===== src/rtl/mips_regfile.sv =====
// 32-entry MIPS general-purpose register file with write-through read bypass,
// overflow-trap write suppression, a sticky overflow status flag and a commit counter.
module mips_regfile #(
   parameter int DATA_W = 32,
   parameter int ADDR_W = 5
) (
   input  logic              clk,
   input  logic              rst_n,
   input  logic [ADDR_W-1:0] raddr_a,
   input  logic [ADDR_W-1:0] raddr_b,
   output logic [DATA_W-1:0] rdata_a,
   output logic [DATA_W-1:0] rdata_b,
   input  logic              we,
   input  logic [ADDR_W-1:0] waddr,
   input  logic [DATA_W-1:0] wdata,
   input  logic              ovf_in,
   input  logic              trap_en,
   input  logic              ovf_clr,
   output logic              ovf_trap,
   output logic              ovf_status,
   output logic [15:0]       wr_count
);

   localparam int DEPTH = 2 ** ADDR_W;

   logic [DATA_W-1:0] mem_q [DEPTH];
   logic [DATA_W-1:0] mem_d [DEPTH];
   logic              ovf_trap_q, ovf_trap_d;
   logic              ovf_status_q, ovf_status_d;
   logic [15:0]       wr_count_q, wr_count_d;

   logic suppress;
   logic commit;

   // Gating with rst_n keeps the bypass from leaking wdata while held in reset.
   assign suppress = we && ovf_in && trap_en;
   assign commit   = rst_n && we && (waddr != '0) && !suppress;

   always_comb begin
      mem_d = mem_q;
      if (commit) begin
         mem_d[waddr] = wdata;
      end
   end

   always_comb begin
      ovf_trap_d   = suppress;
      ovf_status_d = suppress || (ovf_status_q && !ovf_clr);
      wr_count_d   = wr_count_q;
      if (commit) begin
         wr_count_d = wr_count_q + 16'd1;
      end
   end

   always_ff @(posedge clk or negedge rst_n) begin
      if (!rst_n) begin
         for (int i = 0; i < DEPTH; i++) begin
            mem_q[i] <= '0;
         end
         ovf_trap_q   <= 1'b0;
         ovf_status_q <= 1'b0;
         wr_count_q   <= '0;
      end else begin
         mem_q        <= mem_d;
         ovf_trap_q   <= ovf_trap_d;
         ovf_status_q <= ovf_status_d;
         wr_count_q   <= wr_count_d;
      end
   end

   // Address 0 is forced to zero on read; commit never targets it, so no bypass there either.
   always_comb begin
      rdata_a = mem_q[raddr_a];
      if (raddr_a == '0) begin
         rdata_a = '0;
      end else if (commit && (raddr_a == waddr)) begin
         rdata_a = wdata;
      end
   end

   always_comb begin
      rdata_b = mem_q[raddr_b];
      if (raddr_b == '0) begin
         rdata_b = '0;
      end else if (commit && (raddr_b == waddr)) begin
         rdata_b = wdata;
      end
   end

   assign ovf_trap   = ovf_trap_q;
   assign ovf_status = ovf_status_q;
   assign wr_count   = wr_count_q;

endmodule


===== config.mk =====
export PLATFORM = sky130hd
export DESIGN_NAME = mips_regfile
export DESIGN_NICKNAME = d
export VERILOG_FILES = /design/src/rtl/mips_regfile.sv
export SDC_FILE = /design/constraint.sdc
export NUM_CORES = 2
export LEC_CHECK = 0
export ABC_AREA = 1
export CORE_MARGIN = 3
export CORE_UTILIZATION = 30
export DETAILED_ROUTE_END_ITERATION = 8
export GPL_TIMING_DRIVEN = 0
export SYNTH_ARGS = -nofsm -noshare
export SYNTH_HDL_FRONTEND = slang
export SYNTH_SLANG_ARGS = --single-unit

===== constraint.sdc =====
create_clock -name clk -period 2.4 [get_ports clk]
set_clock_uncertainty 0.15 [all_clocks]
set_input_delay 0.36 -clock clk [delete_from_list [all_inputs] [get_ports clk]]
set_output_delay 0.36 -clock clk [all_outputs]
set_load 0.02 [all_outputs]

==> summary.md <==
| Metric | Value |
|---|---|
| Outcome | finished with violations |
| Failing checks | negative hold slack, negative setup slack |
| Initial core utilization | about 30% |
| Total Die Area | 201900 µm² |
| Final setup viols | 87 |
| Die height | between 400 and 500 µm |
| Vias in the first global route | approximately 62000 |
| Reg2Reg Setup Slack | between 600 and 700 ps |
| Top-count cell post-synth | nand2_1 |
| Final wirelength | around 330000 µm |
| CTS tree | built |
| Leakage | 0.03435 µW |
| Hold_ws | -74.96 ps |
| Number of clock sinks | roughly 1000 |
| Die W | roughly 450 µm |
| Setup WS pre-CTS | -3593 ps |
| Fin. max-slew vios | 0 |
| Peak supply drop | around 0.83 mV |
| Mapped cell area | slightly below 60000 µm² |
| DP Area | between 60000 and 70000 µm² |
| CP Launch Point | raddr_b[4] |
| Fin crit share | 129.2% |
| Largest net degree at the start of global routing | around 180 |
| Syn_nets | 8574 |
| EDFF count, synth | 0 |
| Top Ports | roughly 140 |
| Average cell area after synthesis | 6.919 µm² |
| Worst-path fanout max | 10 |
| DRC viols | 0 |
| Post-Syn Instances | 8520 |
| Post-DP HPWL | 255100 µm |
| RSZ-0062 raised after global routing | true |
| Routing usage on met2 | between 40% and 50% |
| Most used DFF post-synth | dfrtp_1 |
| Critical Path AT | 2590 ps |
| Placer Congestion | 1.059 |
| Worst R2R End | wr_count[9] |
| Clk slew on worst S/H paths | ~60 ps |
| Top cell type by total area after synthesis | dfrtp_1 |
| Non-Filler Cell Area, Final | between 70000 and 80000 µm² |
| First drt pass iteration count | 7 |
| Post-route ant nets | 0 |
| Congestion Overflow GR | 0 |
| I/O Buffers | about 130 |
| Grt met3 use | between 10% and 20% |
| Most Crowded Layer GR | met2 |
| Total number of vias | around 65000 |
| Worst setup SP type | primary input |
| Clk buf depth | 3 |
| CP Class | primary input to output port |
| Min Tclk post-route | about 3100 ps |
| Htree depth | 4 |
| Sequential share of the synthesized area | between 40 and 50% |
| Max-Cap Viols | 0 |
| Fmax | roughly 320 MHz |
| Clk root buf | clkbuf_16 |
| Vias per inst | ~5.6 |
| DR iter-0 viols | between 9000 and 10000 |
| # nets final | about 8900 |
| Slew @ Worst Pin | between 1000 and 1500 ps |
| Layout cells sized above 1 | approximately a fifth |
| PwrDens | a little over 700 nW/µm² |
| Initial antenna violation count | 25 |
| Gr usage total | 31.83% |
| Core Area | slightly below 200000 µm² |
| R2r worst-path depth | 8 |
| Min-delay worst type | primary input to async pin |
| Crit path required time | approximately 1900 ps |
| Cell Rows | 162 |
| Routed len/inst | between 20 and 30 µm |
| Fin. Hold Viols | 35 |
| Final setup margin | -700.2 ps |
| Clock latency on the worst-skew pair | ~810 ps |
| Met1 GRT Util | 38.88% |
| Headroom to the max-slew limit | between 8 and 9% |
| First-pass GRT wire length | around 460000 µm |
| Yosys warnings | 0 |
| Post-synth top cells | nand2_1 (2331), o21ai_0 (1511), dfrtp_1 (1042) |
| Synth top area share | between 40% and 50% |
| Post-synth ARST share | 100.0% |
| RR Startpoint | wr_count[0] |
| Clock buffer count from CTS | 130 |
| Final Util | between 30% and 40% |
| Synth area leaders | dfrtp_1 (44%), nand2_1 (15%), o21ai_0 (13%) |
| Area grow syn2layout | 28.45% |
| Worst setup EP type | output port |
| Post-synthesis register bit count | 1042 |
| Netlist cell types | 24 |
==> registers in the layout (all words and copies together), names as in the netlist <==
signal	flops
mem_q	1024
ovf_trap	1
ovf_status	1
wr_count	16
==> placed cells by master, fill, tap and decap left out, types with 60 or more instances in the layout <==
cell type  instances
a21oi_1          538
a21oi_4           63
buf_2             60
buf_4            113
buf_6             73
clkbuf_1         340
clkbuf_16        156
clkbuf_2         104
clkbuf_4         109
clkbuf_8         113
dfrtp_1         1037
inv_1            671
inv_2            170
nand2_1         2104
nand2_2          184
nand3_1          593
nand3_2          252
nand3_4           84
nor2_1           129
o211ai_1         138
o21ai_0         1382
o21ai_1          194
==> cells by family (layout without fill, tap and decap cells) <==
| group | Yosys count | count (layout) | share of synthesized area (%) |
|---|---|---|---|
| AO/OA/AOI/OAI | 2372 | 2372 | 20.72 |
| XOR/XNOR | 17 | 17 | 0.2526 |
| adder cells (fa/ha/maj) | 1 | 1 | 0.02122 |
| buffers and inverters | 1612 | 2079 | 10.38 |
| flip-flops | 1042 | 1042 | 44.23 |
| other | 0 | 20 | 0 |
| AND/OR/NAND/NOR | 3476 | 3476 | 24.39 |
==> per-layer routing <==
layer	vias up	routed length [µm]	part of all wire, %
met3	1119	38210	11
met4	4	26290	7.9
met5	-	118	0.035
li1	28540	-	-
met1	31620	126500	38
met2	4093	141700	43
==> what timing repair did <==
action                                  in CTS  in global routing
resized for setup                         2057                527
endpoints found under the setup margin    1084                363
hold endpoints to repair                   153                  0
hold buffers                                11                  0
pin swaps                                  236                280
cloned                                       8                  0
setup buffers                               58                 27
==> worst max-delay path, cell delays in order <==
cell and delay, ps:
clkdlybuf4s15_1 300, inv_1 200, nand2_1 120, a21oi_4 400
clkbuf_4 350, nand3_2 330, nand2_1 150, inv_1 70
nand2_4 80, inv_1 50, buf_4 150
==> worst max-delay path by stage <==
stage | endpoint | slack, ps
after floorplan | rdata_a[30] | 70
after global placement | mem_q[1001] | -48490
after detailed placement | rdata_a[20] | -3590
after CTS | rdata_b[6] | -670
after global routing | rdata_b[7] | -720
final | rdata_b[2] | -700
==> power breakdown <==
| group | switching (µW) | total, µW | internal (µW) |
|---|---|---|---|
| registers | 1660 | 21400 | 19800 |
| logic | 8520 | 12500 | 3930 |
| clock network | 8550 | 20300 | 11800 |
==> metrics by stage <==
step | hold WS (ps) | power (µW) | cells | TNS [ps]
2_1_floorplan | -85.59 | 26870 | 8520 | 0
4_1_cts | 15.68 | 53320 | 11590 | -113240
3_3_place_gp | 289.4 | 31110 | 11270 | -
3_5_place_dp | 197.8 | 31830 | 11280 | -2101180
5_1_grt | 20.91 | 56030 | 11620 | -29150
6_report | -74.96 | 54220 | 11630 | -29430
==> final cells by class <==
class	instances	area, µm²
inverter	849	3219
tap	2624	3283
fill	20150	119500
antenna	20	50.05
clock inverter	41	485.5
buffer	762	5199
timing repair buffer	239	2623
multi-input combinational	5866	30980
sequential	1042	26080
clock buffer	188	3797
(Power assumes the default switching activity.)
